File: config.mk
export PLATFORM = sky130hd
export DESIGN_NAME = spi_master_wb
export DESIGN_NICKNAME = d
export VERILOG_FILES = /design/src/rtl/spi_master_wb.sv
export SDC_FILE = /design/constraint.sdc
export NUM_CORES = 1
export LEC_CHECK = 0
export CORE_ASPECT_RATIO = 0.7
export CORE_MARGIN = 4
export CORE_UTILIZATION = 49
export CTS_CLUSTER_DIAMETER = 60
export DETAILED_ROUTE_END_ITERATION = 10
export PLACE_DENSITY = 0.92
export REMOVE_ABC_BUFFERS = 1
export SLEW_MARGIN = 10
export SYNTH_ARGS = -nofsm -noshare
export SYNTH_HDL_FRONTEND = slang
export SYNTH_SLANG_ARGS = --single-unit
File: constraint.sdc
create_clock -name clk -period 1.96 [get_ports clk]
set_input_delay 0.392 -clock clk [delete_from_list [all_inputs] [get_ports clk]]
set_output_delay 0.392 -clock clk [all_outputs]
set_load 0.03 [all_outputs]
File: src/rtl/spi_master_wb.sv
// spi_master_wb: Wishbone-attached SPI master, one byte per DATA write.
// Registers: 0 CSR, 1 DIV, 2 DATA, 3 reserved (reads zero).
// Optional macro SPI_MODE_EN: stores and honours cpol/cpha; otherwise mode 0 only.
module spi_master_wb #(
   parameter int unsigned N_CS      = 2,
   parameter int unsigned DIV_WIDTH = 8
) (
   input  logic            clk,
   input  logic            rst_n,
   input  logic [1:0]      wb_addr,
   input  logic [31:0]     wb_wdata,
   output logic [31:0]     wb_rdata,
   input  logic            wb_we,
   input  logic            wb_cyc,
   output logic            wb_ack,
   output logic            spi_sck,
   output logic            spi_mosi,
   input  logic            spi_miso,
   output logic [N_CS-1:0] spi_cs_n
);

   localparam logic [1:0] ADDR_CSR  = 2'd0;
   localparam logic [1:0] ADDR_DIV  = 2'd1;
   localparam logic [1:0] ADDR_DATA = 2'd2;

   typedef enum logic {ST_IDLE, ST_SHIFT} state_e;

   state_e               state_q, state_d;
   logic                 ack_q, ack_d;
   logic [31:0]          rdata_q, rdata_d;
   logic [DIV_WIDTH-1:0] div_q, div_d;
   logic [DIV_WIDTH-1:0] tick_q, tick_d;
   logic [3:0]           phase_q, phase_d;
   logic [N_CS-1:0]      cs_n_q, cs_n_d;
   logic                 ovr_q, ovr_d;
   logic [7:0]           rx_q, rx_d;
   logic [7:0]           sreg_q, sreg_d;
   logic                 rx_bit_q, rx_bit_d;
   logic                 mosi_q, mosi_d;
   logic                 sck_q, sck_d;
   logic                 cpol_w, cpha_w;

`ifdef SPI_MODE_EN
   logic cpol_q, cpol_d, cpha_q, cpha_d;
   assign cpol_w = cpol_q;
   assign cpha_w = cpha_q;
`else
   assign cpol_w = 1'b0;
   assign cpha_w = 1'b0;
`endif

   // Only the low bits and the mode bits of write data are meaningful
   logic unused_wdata;
   assign unused_wdata = ^wb_wdata;

   logic wr_en, rd_acc, half_end;
   assign wr_en    = ack_q & wb_cyc & wb_we;
   assign rd_acc   = wb_cyc & ~ack_q & ~wb_we;
   assign half_end = (state_q == ST_SHIFT) && (tick_q == div_q);

   // Bus decode, SCK timing and shift engine next-state
   always_comb begin
      state_d  = state_q;
      ack_d    = wb_cyc & ~ack_q;
      rdata_d  = '0;
      div_d    = div_q;
      tick_d   = tick_q;
      phase_d  = phase_q;
      cs_n_d   = cs_n_q;
      ovr_d    = ovr_q;
      rx_d     = rx_q;
      sreg_d   = sreg_q;
      rx_bit_d = rx_bit_q;
      mosi_d   = mosi_q;
      sck_d    = sck_q;
`ifdef SPI_MODE_EN
      cpol_d   = cpol_q;
      cpha_d   = cpha_q;
`endif

      if (wr_en) begin
         case (wb_addr)
            ADDR_CSR: begin
               cs_n_d = ~wb_wdata[N_CS-1:0];
               ovr_d  = 1'b0;
`ifdef SPI_MODE_EN
               cpol_d = wb_wdata[30];
               cpha_d = wb_wdata[31];
`endif
            end
            ADDR_DIV: div_d = wb_wdata[DIV_WIDTH-1:0];
            default: ;
         endcase
      end

      case (state_q)
         ST_IDLE: begin
            sck_d   = cpol_w;
            tick_d  = '0;
            phase_d = '0;
            if (wr_en && wb_addr == ADDR_DATA) begin
               state_d = ST_SHIFT;
               sreg_d  = wb_wdata[7:0];
               mosi_d  = cpha_w ? mosi_q : wb_wdata[7];
            end
         end
         ST_SHIFT: begin
            if (wr_en && wb_addr == ADDR_DATA) ovr_d = 1'b1;
            if (half_end) begin
               tick_d  = '0;
               phase_d = phase_q + 4'd1;
               sck_d   = ~sck_q;
               if (!phase_q[0]) begin
                  // leading edge
`ifdef SPI_MODE_EN
                  if (cpha_q) begin
                     mosi_d = sreg_q[7];
                     sreg_d = {sreg_q[6:0], 1'b0};
                  end else
`endif
                  begin
                     rx_bit_d = spi_miso;
                  end
               end else begin
                  // trailing edge
`ifdef SPI_MODE_EN
                  if (cpha_q) begin
                     sreg_d = {sreg_q[7:1], spi_miso};
                  end else
`endif
                  begin
                     sreg_d = {sreg_q[6:0], rx_bit_q};
                     mosi_d = sreg_q[6];
                  end
               end
               if (phase_q == 4'hf) begin
                  state_d = ST_IDLE;
                  rx_d    = sreg_d;
               end
            end else begin
               tick_d = tick_q + DIV_WIDTH'(1);
            end
         end
         default: state_d = ST_IDLE;
      endcase

      // Read data reflects register contents as they stand during the ack cycle
      if (rd_acc) begin
         case (wb_addr)
            ADDR_CSR: begin
               rdata_d[N_CS-1:0] = ~cs_n_d;
               rdata_d[28]       = ovr_d;
               rdata_d[29]       = (state_d == ST_SHIFT);
`ifdef SPI_MODE_EN
               rdata_d[30]       = cpol_d;
               rdata_d[31]       = cpha_d;
`endif
            end
            ADDR_DIV:  rdata_d[DIV_WIDTH-1:0] = div_d;
            ADDR_DATA: begin
               rdata_d[7:0] = rx_d;
               rdata_d[29]  = (state_d == ST_SHIFT);
            end
            default: rdata_d = '0;
         endcase
      end
   end

   // State and output registers
   always_ff @(posedge clk or negedge rst_n) begin
      if (!rst_n) begin
         state_q  <= ST_IDLE;
         ack_q    <= 1'b0;
         rdata_q  <= '0;
         div_q    <= '0;
         tick_q   <= '0;
         phase_q  <= '0;
         cs_n_q   <= '1;
         ovr_q    <= 1'b0;
         rx_q     <= '0;
         sreg_q   <= '0;
         rx_bit_q <= 1'b0;
         mosi_q   <= 1'b0;
         sck_q    <= 1'b0;
`ifdef SPI_MODE_EN
         cpol_q   <= 1'b0;
         cpha_q   <= 1'b0;
`endif
      end else begin
         state_q  <= state_d;
         ack_q    <= ack_d;
         rdata_q  <= rdata_d;
         div_q    <= div_d;
         tick_q   <= tick_d;
         phase_q  <= phase_d;
         cs_n_q   <= cs_n_d;
         ovr_q    <= ovr_d;
         rx_q     <= rx_d;
         sreg_q   <= sreg_d;
         rx_bit_q <= rx_bit_d;
         mosi_q   <= mosi_d;
         sck_q    <= sck_d;
`ifdef SPI_MODE_EN
         cpol_q   <= cpol_d;
         cpha_q   <= cpha_d;
`endif
      end
   end

   assign wb_ack   = ack_q;
   assign wb_rdata = rdata_q;
   assign spi_sck  = sck_q;
   assign spi_mosi = mosi_q;
   assign spi_cs_n = cs_n_q;

endmodule

==> flow_summary_export.csv <==
group,metric,value,unit
outcome,status,"finished clean",
floorplanning,die_x,102,µm
synthesis,synth.cell_area,0.00300,mm²
global_routing,grt_pass1_wl,11200,µm
floorplanning,die_height,73.5,µm
clock_tree,worstSkewPairLatency,0.32,ns
synthesis,yosysWarnings,0,
critical_path,path_buf_inv,2,
critical_path,slowest_delay,0.44,ns
clock_tree,clock_path_buffers,2,
clock_tree,cts_sinks,54,
synthesis,synth.distinct_cells,44,
sta,min_period,1.92,ns
final_layout,final_nets,389,
critical_path,reg2regPathDepth,6,
final_layout,final_cell_count_no_fill,420,
sta,fmax,522,MHz
placed_design,gp_congestion,0.892,
floorplanning,num_io_pins,76,
run,cap_viol_max_count,0,
synthesis,synth_seq_cells,54,
pwr,swShare,0.374,
synthesis,postSynthCellCount,292,
synthesis,synth_edf_count,0,
pwr,leakage,1.73,nW
critical_path,rr_endpoint,"wb_rdata[7]",
critical_path,arrival,2.11,ns
global_routing,overflow,0,
critical_path,worstPathCellList,"xnor2_2, nand4_1, buf_4, buf_4, o311a_1, a211o_1",
detailed_routing,drc,0,
detailed_routing,vias,2334,
detailed_routing,routed_wl,6920,µm
detailed_routing,first_pass_iters,4,
pwr,power_density,1060,mW/mm²
detailed_routing,drtAntennaViolNets,0,
pwr,pwr-share-seq,0.423,
synthesis,synth_flop_cell,"dfrtp_1",
sta,maxSlewViolCount,0,
pwr,p_sw,1.45,mW
pwr,combPwrFrac,0.397,
clock_tree,cts_buffers,5,
sta,tns,0,ns
critical_path,critPathKind,"register to register",
critical_path,crit_fanout,5,
critical_path,r2r_slack,0.04,ns
worst_hold_path,holdPathStages,2,
global_routing,antenna_found_initial,0,
synthesis,synthArstFlopShare,1.00,
critical_path,cp_slowest_cell,"dfrtp_2",
clock_tree,cts_htree_levels,2,
floorplanning,die_area,0.00746,mm²
worst_hold_path,hold_class,"register to register",
global_routing,first_global_vias,2186,
synthesis,yosys.area.top_type,"dfrtp_1",
critical_path,crit_path_end_kind,"register",
critical_path,worstPathRequired,2.16,ns
detailed_routing,drtIter0Drc,125,
synthesis,synth_top_area_frac,0.434,
sta,skew,0.0108,ns
placed_design,dpl.hpwl,5120,µm
synthesis,synthTopCellsByArea,"dfrtp_1 43%, mux2_2 7.9%, buf_4 5.5%",
placed_design,dpl_cell_area,0.00346,mm²
clock_tree,clk_pin_slew,0.10,ns
placed_design,portBuffers,29,
critical_path,cp-start-kind,"register",
pwr,irDropWorstVdd,0.000658,V
sta,hold_viol_final,0,
final_layout,diodes,0,
critical_path,timing.rr.start,"tick_q[4]",
pwr,intPower,2.43,mW
critical_path,critical_path.most_common_cell,"buf_4",
final_layout,area_growth,22.6,%
clock_tree,cts_tree,"yes",
critical_path,crit_family,"compound AO/OA/AOI/OAI gates",
worst_hold_path,hold_end,"spi_cs_n[1]",
detailed_routing,vias_per_cell,5.56,
final_layout,drive_gt1_frac,0.220,
sta,setup_viol,0,
global_routing,grt_usage,0.192,
floorplanning,row_count,23,
floorplanning,start_util,0.514,
sta,period_share,0.978,
floorplanning,core_area,0.00584,mm²
synthesis,syn_area_per_cell,10.3,µm²
clock_tree,root_buffer,"clkbuf_8",
global_routing,grt_max_degree,23,
pwr,clkPwrFrac,0.180,
final_layout,fin_area,0.00368,mm²
synthesis,seq_area_frac_synth,0.451,
detailed_routing,routedWlPerCell,16.5,µm
placed_design,dp_cells,406,
worst_hold_path,hold_start,"spi_cs_n[1]",
## power groups by stage
| stage | registers [mW] | clock network, mW | logic, mW |
|---|---|---|---|
| final | 1.64 | 0.699 | 1.54 |
| after global routing | 1.68 | 0.758 | 1.69 |
| after CTS | 1.62 | 0.710 | 1.42 |
| after detailed placement | 1.64 | 0 | 1.42 |
| after global placement | 1.61 | 0 | 1.36 |
| after floorplan | 1.68 | 0 | 0.850 |
## cell families (layout without fill, tap and decap cells)
logic type               after synthesis  in the layout  synth area share
AO/OA/AOI/OAI                         52             52             0.125
XOR/XNOR                              14             14            0.0408
other                                  1             22           0.00125
buffers and inverters                 49             81            0.0921
adder cells (fa/ha/maj)                6              6            0.0250
flip-flops                            54             54             0.451
AND/OR/NAND/NOR                       82             82             0.142
multiplexers                          34             34             0.122
## Yosys cell counts, types with 2 or more instances
cell	number
dfrtp_1	52
nor4_1	2
a211o_1	8
o2111ai_1	2
buf_2	2
xnor2_1	10
nand3_1	9
o31ai_1	2
dfstp_2	2
ha_1	6
nand2_1	19
and4_1	2
nand4_1	4
o21ai_0	6
mux2_2	21
mux2i_1	13
clkbuf_1	11
xor2_1	4
inv_1	13
nor2_1	20
nand2b_1	2
a21boi_0	2
and3_1	6
or3_1	2
nor2b_1	7
o211ai_1	2
buf_4	22
or4_1	4
a21oi_1	17
o311a_1	6
## state kept, by name, indices dropped and copies added (netlist names)
signal	cells
spi_mosi	1
tick_q	8
sreg_q	8
wb_ack	1
ovr_q	1
state_q	1
spi_cs_n	2
phase_q	4
rx_q	8
spi_sck	1
div_q	8
rx_bit_q	1
wb_rdata	10
## how the worst max path moves through the flow
stage / from / end / slack [ns] / depth (start not counted)
final: tick_q[4] / wb_rdata[7] / 0.04 / 6
after floorplan: tick_q[3] / rx_q[0] / -0.54 / 4
after global routing: tick_q[3] / rx_bit_q / -0.02 / 5
after global placement: wb_addr[0] / wb_rdata[2] / -0.24 / 6
after CTS: tick_q[4] / rx_bit_q / 0.004 / 5
after detailed placement: wb_addr[0] / wb_rdata[2] / -0.30 / 6
## metrics by stage
stage          hold slack, ns  power [mW]  setup slack (ns)   util
5_1_grt                 0.540        4.13           -0.0204  0.630
2_1_floorplan          0.0964        2.53            -0.538      -
3_5_place_dp            0.343        3.06            -0.296  0.592
3_3_place_gp            0.335        2.97            -0.243  0.592
6_report                0.505        3.89            0.0434  0.630
4_1_cts                 0.507        3.75           0.00370  0.611
## worst min-delay path: cells and delay by family (launching register included)
kind             cells  cell delay (ns)
flip-flops           1             0.39
AND/OR/NAND/NOR      1             0.05
AO/OA/AOI/OAI        1             0.06
## layout make-up
type / count / area [µm²]
Tap cell: 75 / 93.8
Fill cell: 481 / 2160
Timing Repair Buffer: 60 / 568
Multi-Input combinational cell: 210 / 1510
Inverter: 13 / 48.8
Clock buffer: 7 / 96.3
Sequential cell: 54 / 1360
Clock inverter: 1 / 8.76
## per-layer routing
metal  vias up  wire [µm]  track usage
li1       1094          -            -
met1      1168       3170        0.278
met2        65       3300        0.299
met3         7        405       0.0446
met4         0         45       0.0339
met5         -          0            0
## placed cells by master (no fill, tap or decap), types with 2 or more instances in the layout
cell type,n
xnor2_2,7
o211ai_1,2
nor2_1,20
xor2_1,4
or4_1,4
o31ai_1,2
nor2b_1,7
dfrtp_2,2
nand2_1,19
or3_1,2
xnor2_1,3
nand2b_1,2
dfstp_2,2
and3_1,6
conb_1,22
dfrtp_1,50
buf_4,27
ha_1,6
nand3_1,9
mux2i_1,13
a21oi_1,17
o2111ai_1,2
o21ai_0,6
nand4_1,4
inv_1,13
mux2_2,21
o311a_1,6
a211o_1,8
dlymetal6s2s_1,4
clkbuf_8,7
buf_12,3
clkdlybuf4s50_1,24
a21boi_0,2
and4_1,2
## repair_timing
item	CTS	global route
buffers inserted	0	5
gates resized for setup	0	14
endpoints found under the hold margin	4	0
setup endpoints to repair	0	19
hold buffers	1	0
No activity file was read; power rests on OpenSTA's default activity.
